--- src/rtl/imem_fetch_sync.sv ---
module imem_fetch_sync #(
  parameter int             N         = 32,
  parameter int             D         = 32,
  parameter int             BYTE_ADDR = 0,
  parameter logic [N-1:0]   NOP_INST  = 32'hFC000000,
  parameter string          INIT_FILE = ""
) (
  input  logic                                 clk,
  input  logic                                 reset,
  input  logic                                 fetch_en,
  input  logic [N-1:0]                         fetch_addr,
  input  logic                                 stall,
  input  logic                                 flush,
  input  logic                                 prog_we,
  input  logic [((D > 1) ? $clog2(D) : 1)-1:0] prog_addr,
  input  logic [N-1:0]                         prog_data,
  output logic [N-1:0]                         instruction,
  output logic                                 inst_valid,
  output logic                                 addr_fault,
  output logic                                 is_mem,
  output logic                                 is_branch,
  output logic                                 is_jump
);

  localparam int           AW       = (D > 1) ? $clog2(D) : 1;
  localparam logic [N-1:0] DEPTH_N  = N'(D);
  localparam logic [AW:0]  PA_LIMIT = (AW + 1)'(D);

  logic [N-1:0] mem [D] = '{default: NOP_INST};

  logic [N-1:0]  idx;
  logic [AW-1:0] ridx;
  logic          misalign;
  logic          out_range;
  logic [N-1:0]  rd_word;

  logic [N-1:0]  nxt_inst;
  logic          nxt_valid;
  logic          nxt_fault;
  logic [2:0]    nxt_pd;
  logic          hold;

  function automatic logic [2:0] predecode(input logic [5:0] op);
    logic [2:0] r;
    r = '0;
    unique case (op)
      6'b000000, 6'b000001: r = 3'b100;
      6'b000010:            r = 3'b010;
      6'b000011:            r = 3'b001;
      default:              r = '0;
    endcase
    return r;
  endfunction

  always_comb begin
    idx       = (BYTE_ADDR != 0) ? (fetch_addr >> 2) : fetch_addr;
    misalign  = (BYTE_ADDR != 0) && (fetch_addr[1:0] != 2'b00);
    out_range = (idx >= DEPTH_N);
    ridx      = idx[AW-1:0];
    rd_word   = mem[ridx];
  end

  // flush beats stall; an unflushed stall freezes every output register
  always_comb begin
    nxt_inst  = NOP_INST;
    nxt_valid = 1'b0;
    nxt_fault = 1'b0;
    nxt_pd    = '0;
    hold      = stall && !flush;
    if (!flush && fetch_en) begin
      nxt_valid = 1'b1;
      if (misalign || out_range) begin
        nxt_fault = 1'b1;
      end else begin
        nxt_inst = rd_word;
        nxt_pd   = predecode(rd_word[N-1 -: 6]);
      end
    end
  end

  always_ff @(posedge clk) begin
    if (reset) begin
      instruction <= NOP_INST;
      inst_valid  <= 1'b0;
      addr_fault  <= 1'b0;
      is_mem      <= 1'b0;
      is_branch   <= 1'b0;
      is_jump     <= 1'b0;
    end else if (!hold) begin
      instruction <= nxt_inst;
      inst_valid  <= nxt_valid;
      addr_fault  <= nxt_fault;
      is_mem      <= nxt_pd[2];
      is_branch   <= nxt_pd[1];
      is_jump     <= nxt_pd[0];
    end
  end

  // read above sees the pre-edge contents, so same-cycle write/fetch is read-first
  always_ff @(posedge clk) begin
    if (!reset && prog_we && ({1'b0, prog_addr} < PA_LIMIT)) begin
      mem[prog_addr] <= prog_data;
    end
  end

endmodule

--- config.mk ---
export PLATFORM = sky130hd
export DESIGN_NAME = imem_fetch_sync
export DESIGN_NICKNAME = d
export VERILOG_FILES = /design/src/rtl/imem_fetch_sync.sv
export SDC_FILE = /design/constraint.sdc
export NUM_CORES = 1
export LEC_CHECK = 0
export BUFFER_PORTS_ARGS = -buffer_cell sky130_fd_sc_hd__buf_2
export CORE_UTILIZATION = 60
export CTS_CLUSTER_DIAMETER = 40
export DETAILED_ROUTE_END_ITERATION = 10
export GPL_ROUTABILITY_DRIVEN = 0
export PLACE_DENSITY_LB_ADDON = 0.25
export SLEW_MARGIN = 15
export SYNTH_ARGS = -nofsm -noshare
export SYNTH_HDL_FRONTEND = slang
export SYNTH_SLANG_ARGS = --single-unit
--- constraint.sdc ---
create_clock -name clk -period 6.3 [get_ports clk]
set_input_delay 0.315 -clock clk [delete_from_list [all_inputs] [get_ports clk]]
set_output_delay 0.315 -clock clk [all_outputs]
set_load 0.005 [all_outputs]
==> results of run 1 <==
worst min path at each step:
stage                    startpoint               to  slack, ns  cells after the start
floorplan              prog_data[0]        mem[0][0]       0.41                      0
global placement    instruction[23]  instruction[23]       0.44                      2
detailed placement  instruction[17]  instruction[17]       0.44                      2
CTS                    prog_data[5]        mem[2][5]       0.08                      1
global route           prog_data[5]       mem[13][5]       0.11                      1
finish                prog_data[11]      mem[26][11]       0.12                      1
area by class of cell:
class | instances | area, µm²
Clock buffer | 139 | 3230
Fill cell | 3719 | 19700
Multi-Input combinational cell | 587 | 8740
Antenna cell | 2 | 5.00
Inverter | 4 | 15.0
Sequential cell | 1061 | 31500
Tap cell | 864 | 1080
Timing Repair Buffer | 157 | 952
Clock inverter | 85 | 1020
metrics by stage:
stage                     total power [W]  instance area (µm²)  hold slack (ns)
final                              0.0157                46500            0.122
after global routing               0.0161                46500            0.113
after CTS                          0.0158                46500           0.0777
after detailed placement          0.00855                42200            0.440
after global placement            0.00853                42200            0.436
after floorplan                   0.00832                40500            0.414
where the power goes:
group	internal [W]	total [W]	switching (W)	leakage [nW]
clock network	0.00443	0.00730	0.00287	2.01
registers	0.00778	0.00779	0.0000127	9.51
logic	0.000261	0.000624	0.000363	3.35
total	0.0125	0.0157	0.00324	14.9
kinds of logic (layout without fill, tap and decap cells):
family	after synthesis	after routing	share of synthesized area
AO/OA/AOI/OAI	82	82	0.0129
flip-flops	1061	1061	0.778
multiplexers	361	361	0.179
AND/OR/NAND/NOR	144	144	0.0175
other	0	2	0
buffers and inverters	93	385	0.0121
cells in the mapped netlist, types with 2 or more instances:
cell type  number
or2_2           2
nand4_1         5
dfxtp_1        37
clkbuf_1       19
buf_4           5
and3_1          4
a211oi_1        2
and2_1          3
a221oi_1        5
buf_2          49
mux4_1          8
inv_1           4
nand3_1         9
mux2i_1        59
o21ai_1         6
a31oi_1         2
nor2b_1         6
nand2_1        40
nor3_1          3
a22oi_1         9
or3b_2          2
o22ai_1         5
buf_1          10
o221ai_1        2
nand3b_1        3
nand2b_1        9
mux2_2         14
o211ai_1        8
nor4_1          7
or3_1           2
buf_6           3
buf_12          2
nor2_1         43
and4_1          2
edfxtp_1     1024
o21ai_0        30
mux4_2        280
a21oi_1         4
o21bai_1        2
layer usage:
metal / vias to the layer above / part of all wire / GRT usage
met5: - / 0.00019 / 0
met4: 4 / 0.034 / 0.110
met3: 245 / 0.12 / 0.0832
met2: 1489 / 0.49 / 0.482
met1: 10400 / 0.36 / 0.412
li1: 7832 / - / -
worst max-delay path, stage by stage:
cell and delay [ns]:
dlygate4sd3_1 0.54, buf_2 0.18, nand4b_1 0.94, nor2_4 1.14
buf_4 0.54
flip-flops by register name (all words and copies together), names as in the netlist:
name / count
is_jump: 1
mem: 1024
is_branch: 1
inst_valid: 1
instruction: 32
addr_fault: 1
is_mem: 1
repair_timing:
action | CTS | global route
hold buffers | 4 | 0
hold endpoints to repair | 8 | 0
setup endpoints to repair | 0 | 0
==> flow_results.xml, run 1 <==
<?xml version="1.0" encoding="UTF-8"?>
<metrics>
  <group name="run_status">
    <metric name="status" unit="">complete, no violations</metric>
  </group>
  <group name="synthesis">
    <metric name="yosys.cell_types.count" unit="">51</metric>
    <metric name="yosys-top-cells-area" unit="">edfxtp_1 (76%), mux4_2 (16%), dfxtp_1 (1.8%)</metric>
    <metric name="share_of_the_yosys_chip_area_belonging_to_registers" unit="">0.778</metric>
    <metric name="postSynthNetCount" unit="">1816</metric>
    <metric name="avgSynthCellArea" unit="µm²">23.2</metric>
    <metric name="synthFlopType" unit="">edfxtp_1</metric>
    <metric name="ys_ff_latch" unit="">1061</metric>
    <metric name="post_synth_inst_count" unit="">1741</metric>
    <metric name="netlist.top_cell.by_area" unit="">edfxtp_1</metric>
    <metric name="synth-async-reset-ratio" unit="">0</metric>
    <metric name="area_share_of_the_leading_cell_type_in_the_synthesized_netlist" unit="">0.760</metric>
    <metric name="syn_area" unit="mm²">0.0405</metric>
    <metric name="synth_edf_count" unit="">1024</metric>
    <metric name="yosys_warnings" unit="">0</metric>
  </group>
  <group name="clock_tree">
    <metric name="numCtsBuffers" unit="">119</metric>
    <metric name="cts_tree" unit="">done</metric>
    <metric name="post_cts.resized_instances" unit="">0</metric>
    <metric name="postCtsSetupBuffers" unit="">0</metric>
    <metric name="path_clk_slew" unit="ns">0.06</metric>
    <metric name="cts.sink_count" unit="">1061</metric>
    <metric name="clk_root_buffer_cell" unit="">clkbuf_16</metric>
    <metric name="cts_htree_levels" unit="">3</metric>
    <metric name="clockBufferDepth" unit="">3</metric>
    <metric name="worstSkewPairLatency" unit="ns">0.68</metric>
  </group>
  <group name="setup_path">
    <metric name="r2r_cells" unit="">6</metric>
    <metric name="timing.critical_path.from" unit="">reset</metric>
    <metric name="setup.worst_path.end" unit="">mem[7][16]</metric>
    <metric name="critical_path.reg2reg.endpoint" unit="">is_mem</metric>
    <metric name="timing.critical_path.to_type" unit="">flip-flop</metric>
    <metric name="reg2reg_slack" unit="ns">3.98</metric>
    <metric name="critPathLaunchType" unit="">input port</metric>
    <metric name="rr_startpoint" unit="">mem[25][31]</metric>
    <metric name="ws_path_type" unit="">input port to flip-flop</metric>
    <metric name="critPathArrivalTime" unit="ns">3.68</metric>
    <metric name="critical_path_peak_fanout" unit="">17</metric>
    <metric name="required" unit="ns">6.62</metric>
  </group>
  <group name="routing">
    <metric name="first_pass_iteration_count_of_the_detailed_router" unit="">6</metric>
    <metric name="route.detailed.drc" unit="">0</metric>
    <metric name="drtAntennaViolNets" unit="">0</metric>
    <metric name="route.detailed.wl_per_inst" unit="µm">34.9</metric>
    <metric name="detail_route.iter0.violations" unit="">2845</metric>
    <metric name="detail_route.wirelength" unit="µm">101000</metric>
    <metric name="route.vias.total" unit="">20000</metric>
    <metric name="drt-vias-per-instance" unit="">6.88</metric>
  </group>
  <group name="placement">
    <metric name="dp.cells" unit="">2669</metric>
    <metric name="dp_slack" unit="ns">2.52</metric>
    <metric name="post-dp-hpwl" unit="µm">46600</metric>
    <metric name="port_buffers" unit="">111</metric>
  </group>
  <group name="floorplan">
    <metric name="die_h" unit="µm">262</metric>
    <metric name="design.die.area" unit="mm²">0.0685</metric>
    <metric name="die_x" unit="µm">262</metric>
    <metric name="start_util" unit="">0.611</metric>
    <metric name="top_level_ports" unit="">112</metric>
    <metric name="core" unit="mm²">0.0662</metric>
    <metric name="rows" unit="">94</metric>
  </group>
  <group name="pwr">
    <metric name="power.ir.vdd_worst" unit="mV">0.258</metric>
    <metric name="power-per-cell-area" unit="mW/mm²">338</metric>
    <metric name="power.leakage" unit="nW">14.9</metric>
  </group>
  <group name="sta">
    <metric name="finalHoldViolations" unit="">0</metric>
    <metric name="grt_setup_unrepaired" unit="">no</metric>
    <metric name="max-slew-margin-rel" unit="">0.166</metric>
    <metric name="timing.clock.skew" unit="ns">0.0256</metric>
    <metric name="post-route-worst-setup-slack" unit="ns">2.94</metric>
    <metric name="fmax" unit="GHz">0.298</metric>
    <metric name="final-max-slew-violation-count" unit="">0</metric>
    <metric name="fin_crit" unit="ns">3.36</metric>
    <metric name="tightest_slew" unit="ns">1.25</metric>
    <metric name="total_negative_setup_slacks" unit="ns">0</metric>
    <metric name="finalSetupViolations" unit="">0</metric>
    <metric name="min_period_over_period" unit="">0.534</metric>
  </group>
  <group name="finish">
    <metric name="layout.cells.most_common_list" unit="">edfxtp_1 (1024), mux4_2 (280), clkbuf_16 (123), buf_2 (107), mux2i_1 (59)</metric>
    <metric name="syn_to_final_growth" unit="%">15.0</metric>
    <metric name="finalCoreUtilization" unit="">0.703</metric>
    <metric name="final_layout_size_suffix_gt1_frac" unit="">0.343</metric>
    <metric name="number_of_non_filler_instances_in_the_completed_layout" unit="">2899</metric>
    <metric name="number_of_nets_in_the_finished_design" unit="">2005</metric>
    <metric name="final_common_cell" unit="">edfxtp_1</metric>
  </group>
  <group name="grt">
    <metric name="first_global_vias" unit="">20400</metric>
    <metric name="grt-ovfl-total" unit="">0</metric>
    <metric name="antenna_violations_before_repair" unit="">5</metric>
    <metric name="maximum_number_of_pins_on_one_net_before_global_route_repair" unit="">102</metric>
    <metric name="first_pass_grt_wire_length" unit="µm">143000</metric>
    <metric name="globalRouteTotalUtil" unit="">0.304</metric>
  </group>
  <group name="hold_path">
    <metric name="holdCritPathClass" unit="">input port to flip-flop</metric>
  </group>
  <group name="flow_run">
    <metric name="drv_cap" unit="">0</metric>
  </group>
</metrics>
No activity file was read; power rests on OpenSTA's default activity.
==> run 2, diff against run 1 <==
--- a/config.mk
+++ b/config.mk
@@ -6,7 +6,7 @@
 export NUM_CORES = 1
 export LEC_CHECK = 0
 export BUFFER_PORTS_ARGS = -buffer_cell sky130_fd_sc_hd__buf_2
-export CORE_UTILIZATION = 60
+export CORE_UTILIZATION = 56
 export CTS_CLUSTER_DIAMETER = 40
 export DETAILED_ROUTE_END_ITERATION = 10
 export GPL_ROUTABILITY_DRIVEN = 0
==> constraint.sdc (replaced) <==
create_clock -name clk -period 2.9 [get_ports clk]
set_input_delay 0.145 -clock clk [delete_from_list [all_inputs] [get_ports clk]]
set_output_delay 0.145 -clock clk [all_outputs]
set_load 0.005 [all_outputs]
==> flow_results.xml, run 2 (synthesis gave the netlist of run 1 again) <==
<?xml version="1.0" encoding="UTF-8"?>
<metrics>
  <group name="run_status">
    <metric name="status" unit="">complete, no violations</metric>
  </group>
  <group name="finish">
    <metric name="seq_area" unit="mm²">0.0315</metric>
    <metric name="final_design_instance_area_without_fill" unit="mm²">0.0474</metric>
    <metric name="largest_register" unit="">mem</metric>
    <metric name="largest_reg_flops" unit="">1024</metric>
    <metric name="final_common_cell" unit="">edfxtp_1</metric>
    <metric name="multi_input_area" unit="mm²">0.00874</metric>
    <metric name="final_layout_size_suffix_gt1_frac" unit="">0.349</metric>
    <metric name="number_of_non_filler_instances_in_the_completed_layout" unit="">3061</metric>
    <metric name="number_of_nets_in_the_finished_design" unit="">2086</metric>
    <metric name="layout.cells.most_common_list" unit="">edfxtp_1 (1024), mux4_2 (280), clkbuf_16 (119), buf_2 (107), buf_4 (62)</metric>
    <metric name="syn_to_final_growth" unit="%">17.1</metric>
    <metric name="antenna_cells" unit="">0</metric>
    <metric name="fillCellCount" unit="">4394</metric>
    <metric name="biggestRegsByFlops" unit="">mem (1024), instruction (32)</metric>
  </group>
  <group name="clock_tree">
    <metric name="worstSkewPairLatency" unit="ns">0.67</metric>
    <metric name="cts_htree_levels" unit="">3</metric>
    <metric name="numCtsBuffers" unit="">117</metric>
    <metric name="clk_root_buffer_cell" unit="">clkbuf_16</metric>
    <metric name="clockBufferDepth" unit="">3</metric>
    <metric name="path_clk_slew" unit="ns">0.06</metric>
    <metric name="cts_tree" unit="">done</metric>
    <metric name="post_cts.resized_instances" unit="">0</metric>
    <metric name="cts.sink_count" unit="">1061</metric>
  </group>
  <group name="setup_path">
    <metric name="crit_slowest_cell" unit="">or4b_4</metric>
    <metric name="rr_startpoint" unit="">mem[26][31]</metric>
    <metric name="r2r_cells" unit="">6</metric>
    <metric name="timing.critical_path.buf_inv" unit="">0</metric>
    <metric name="timing.critical_path.from" unit="">mem[26][31]</metric>
    <metric name="ws_path_type" unit="">flip-flop to flip-flop</metric>
    <metric name="required" unit="ns">3.48</metric>
    <metric name="critPathArrivalTime" unit="ns">2.86</metric>
    <metric name="critPathLaunchType" unit="">flip-flop</metric>
    <metric name="cpPeakStageDelay" unit="ns">0.54</metric>
    <metric name="reg2reg_slack" unit="ns">0.62</metric>
    <metric name="critical_path_peak_fanout" unit="">3</metric>
    <metric name="timing.critical_path.cells" unit="">mux4_1 &gt; mux2i_1 &gt; o211ai_1 &gt; nor4_1 &gt; or4b_4 &gt; o31ai_2</metric>
    <metric name="setup.worst_path.end" unit="">is_mem</metric>
    <metric name="critPathTopFamily" unit="">simple AND/OR/NAND/NOR gates</metric>
    <metric name="timing.critical_path.to_type" unit="">flip-flop</metric>
    <metric name="crit_cells" unit="">6</metric>
    <metric name="critical_path.reg2reg.endpoint" unit="">is_mem</metric>
  </group>
  <group name="routing">
    <metric name="detail_route.wirelength" unit="µm">96300</metric>
    <metric name="drt-vias-per-instance" unit="">6.41</metric>
    <metric name="route.vias.total" unit="">19600</metric>
    <metric name="detail_route.iter0.violations" unit="">2501</metric>
    <metric name="route.detailed.drc" unit="">0</metric>
    <metric name="drtAntennaViolNets" unit="">0</metric>
    <metric name="route.detailed.wl_per_inst" unit="µm">31.5</metric>
    <metric name="first_pass_iteration_count_of_the_detailed_router" unit="">5</metric>
  </group>
  <group name="placement">
    <metric name="dp.cells" unit="">2805</metric>
    <metric name="dpl-instance-area" unit="mm²">0.0431</metric>
    <metric name="port_buffers" unit="">111</metric>
    <metric name="dp_slack" unit="ns">0.303</metric>
    <metric name="post-dp-hpwl" unit="µm">51500</metric>
  </group>
  <group name="floorplan">
    <metric name="die_h" unit="µm">271</metric>
    <metric name="top_level_ports" unit="">112</metric>
    <metric name="design.die.area" unit="mm²">0.0734</metric>
    <metric name="core" unit="mm²">0.0715</metric>
    <metric name="start_util" unit="">0.566</metric>
    <metric name="rows" unit="">98</metric>
    <metric name="die_x" unit="µm">271</metric>
  </group>
  <group name="grt">
    <metric name="globalRouteTotalUtil" unit="">0.267</metric>
    <metric name="maximum_number_of_pins_on_one_net_before_global_route_repair" unit="">70</metric>
    <metric name="grt-ovfl-total" unit="">0</metric>
    <metric name="first_global_vias" unit="">19900</metric>
    <metric name="first_pass_grt_wire_length" unit="µm">138000</metric>
    <metric name="antenna_violations_before_repair" unit="">1</metric>
  </group>
  <group name="pwr">
    <metric name="power-per-cell-area" unit="mW/mm²">698</metric>
    <metric name="power.ir.vdd_worst" unit="mV">0.513</metric>
    <metric name="power.leakage" unit="nW">15.2</metric>
  </group>
  <group name="flow_run">
    <metric name="drv_cap" unit="">0</metric>
  </group>
  <group name="sta">
    <metric name="post-route-worst-setup-slack" unit="ns">0.618</metric>
    <metric name="min_period_over_period" unit="">0.787</metric>
    <metric name="timing.clock.skew" unit="ns">0.0233</metric>
    <metric name="max-slew-margin-rel" unit="">0.412</metric>
    <metric name="total_negative_setup_slacks" unit="ns">0</metric>
    <metric name="final-max-slew-violation-count" unit="">0</metric>
    <metric name="tightest_slew" unit="ns">0.882</metric>
    <metric name="fin_crit" unit="ns">2.28</metric>
    <metric name="grt_setup_unrepaired" unit="">no</metric>
    <metric name="fmax" unit="GHz">0.438</metric>
    <metric name="hold-worst-slack" unit="ns">0.0155</metric>
    <metric name="finalHoldViolations" unit="">0</metric>
    <metric name="finalSetupViolations" unit="">0</metric>
  </group>
  <group name="hold_path">
    <metric name="holdCritPathClass" unit="">input port to flip-flop</metric>
  </group>
</metrics>
[run 2: changes by cell type in the layout (fill, tap and decap cells not counted), moves of 8 or more]
cell / before / now
dlygate4sd3_1: 4 / 37
buf_12: 1 / 31
buf_4: 42 / 62
clkbuf_1: 7 / 18
clkinvlp_4: 24 / 16
[run 2: final cells by class]
cell class,instances,share of cell area
well taps,950,0.0251
inverters,4,0.000317
clock buffers,144,0.0663
clock inverters,75,0.0163
multi-input cells,587,0.184
flip-flops and latches,1061,0.665
repair buffers,240,0.0429
[run 2: where the power goes]
| part | switching (W) | leakage (nW) | total [W] | internal, W |
|---|---|---|---|---|
| Clock | 0.00601 | 1.89 | 0.0147 | 0.00874 |
| Combinational | 0.000787 | 3.85 | 0.00141 | 0.000626 |
| Sequential | 0.0000240 | 9.51 | 0.0169 | 0.0169 |
| Total | 0.00682 | 15.2 | 0.0331 | 0.0263 |
[run 2: repair_timing]
action                                 4_1_cts  5_1_grt
setup endpoints to repair                    0        0
endpoints found under the hold margin      978        0
hold buffers                                37        0
buffers inserted                             0        0
[run 2: layer usage]
metal  track usage  vias up  wire length, µm
met5             0        -               13
met4        0.0859        2             2560
met3        0.0502      162             9020
met2         0.429     1091            47400
met1         0.376    10400            37300
li1              -     8004                -
[run 2: worst min-delay path by stage]
stage                  start     endpoint  depth (start not counted)  slack [ns]
6_report       prog_data[28]  mem[17][28]                          1        0.02
5_1_grt        prog_data[28]  mem[19][28]                          1        0.03
4_1_cts        prog_data[28]  mem[17][28]                          1       0.002
3_5_place_dp           flush   addr_fault                          3        0.44
3_3_place_gp           flush   addr_fault                          3        0.44
2_1_floorplan   prog_data[0]    mem[0][0]                          0        0.24
[run 2: per-stage QoR]
step                      utilization  power, W
after floorplan                     -    0.0181
after global placement          0.603    0.0186
after detailed placement        0.603    0.0186
after CTS                       0.663    0.0332
after global routing            0.663    0.0339
final                           0.663    0.0331
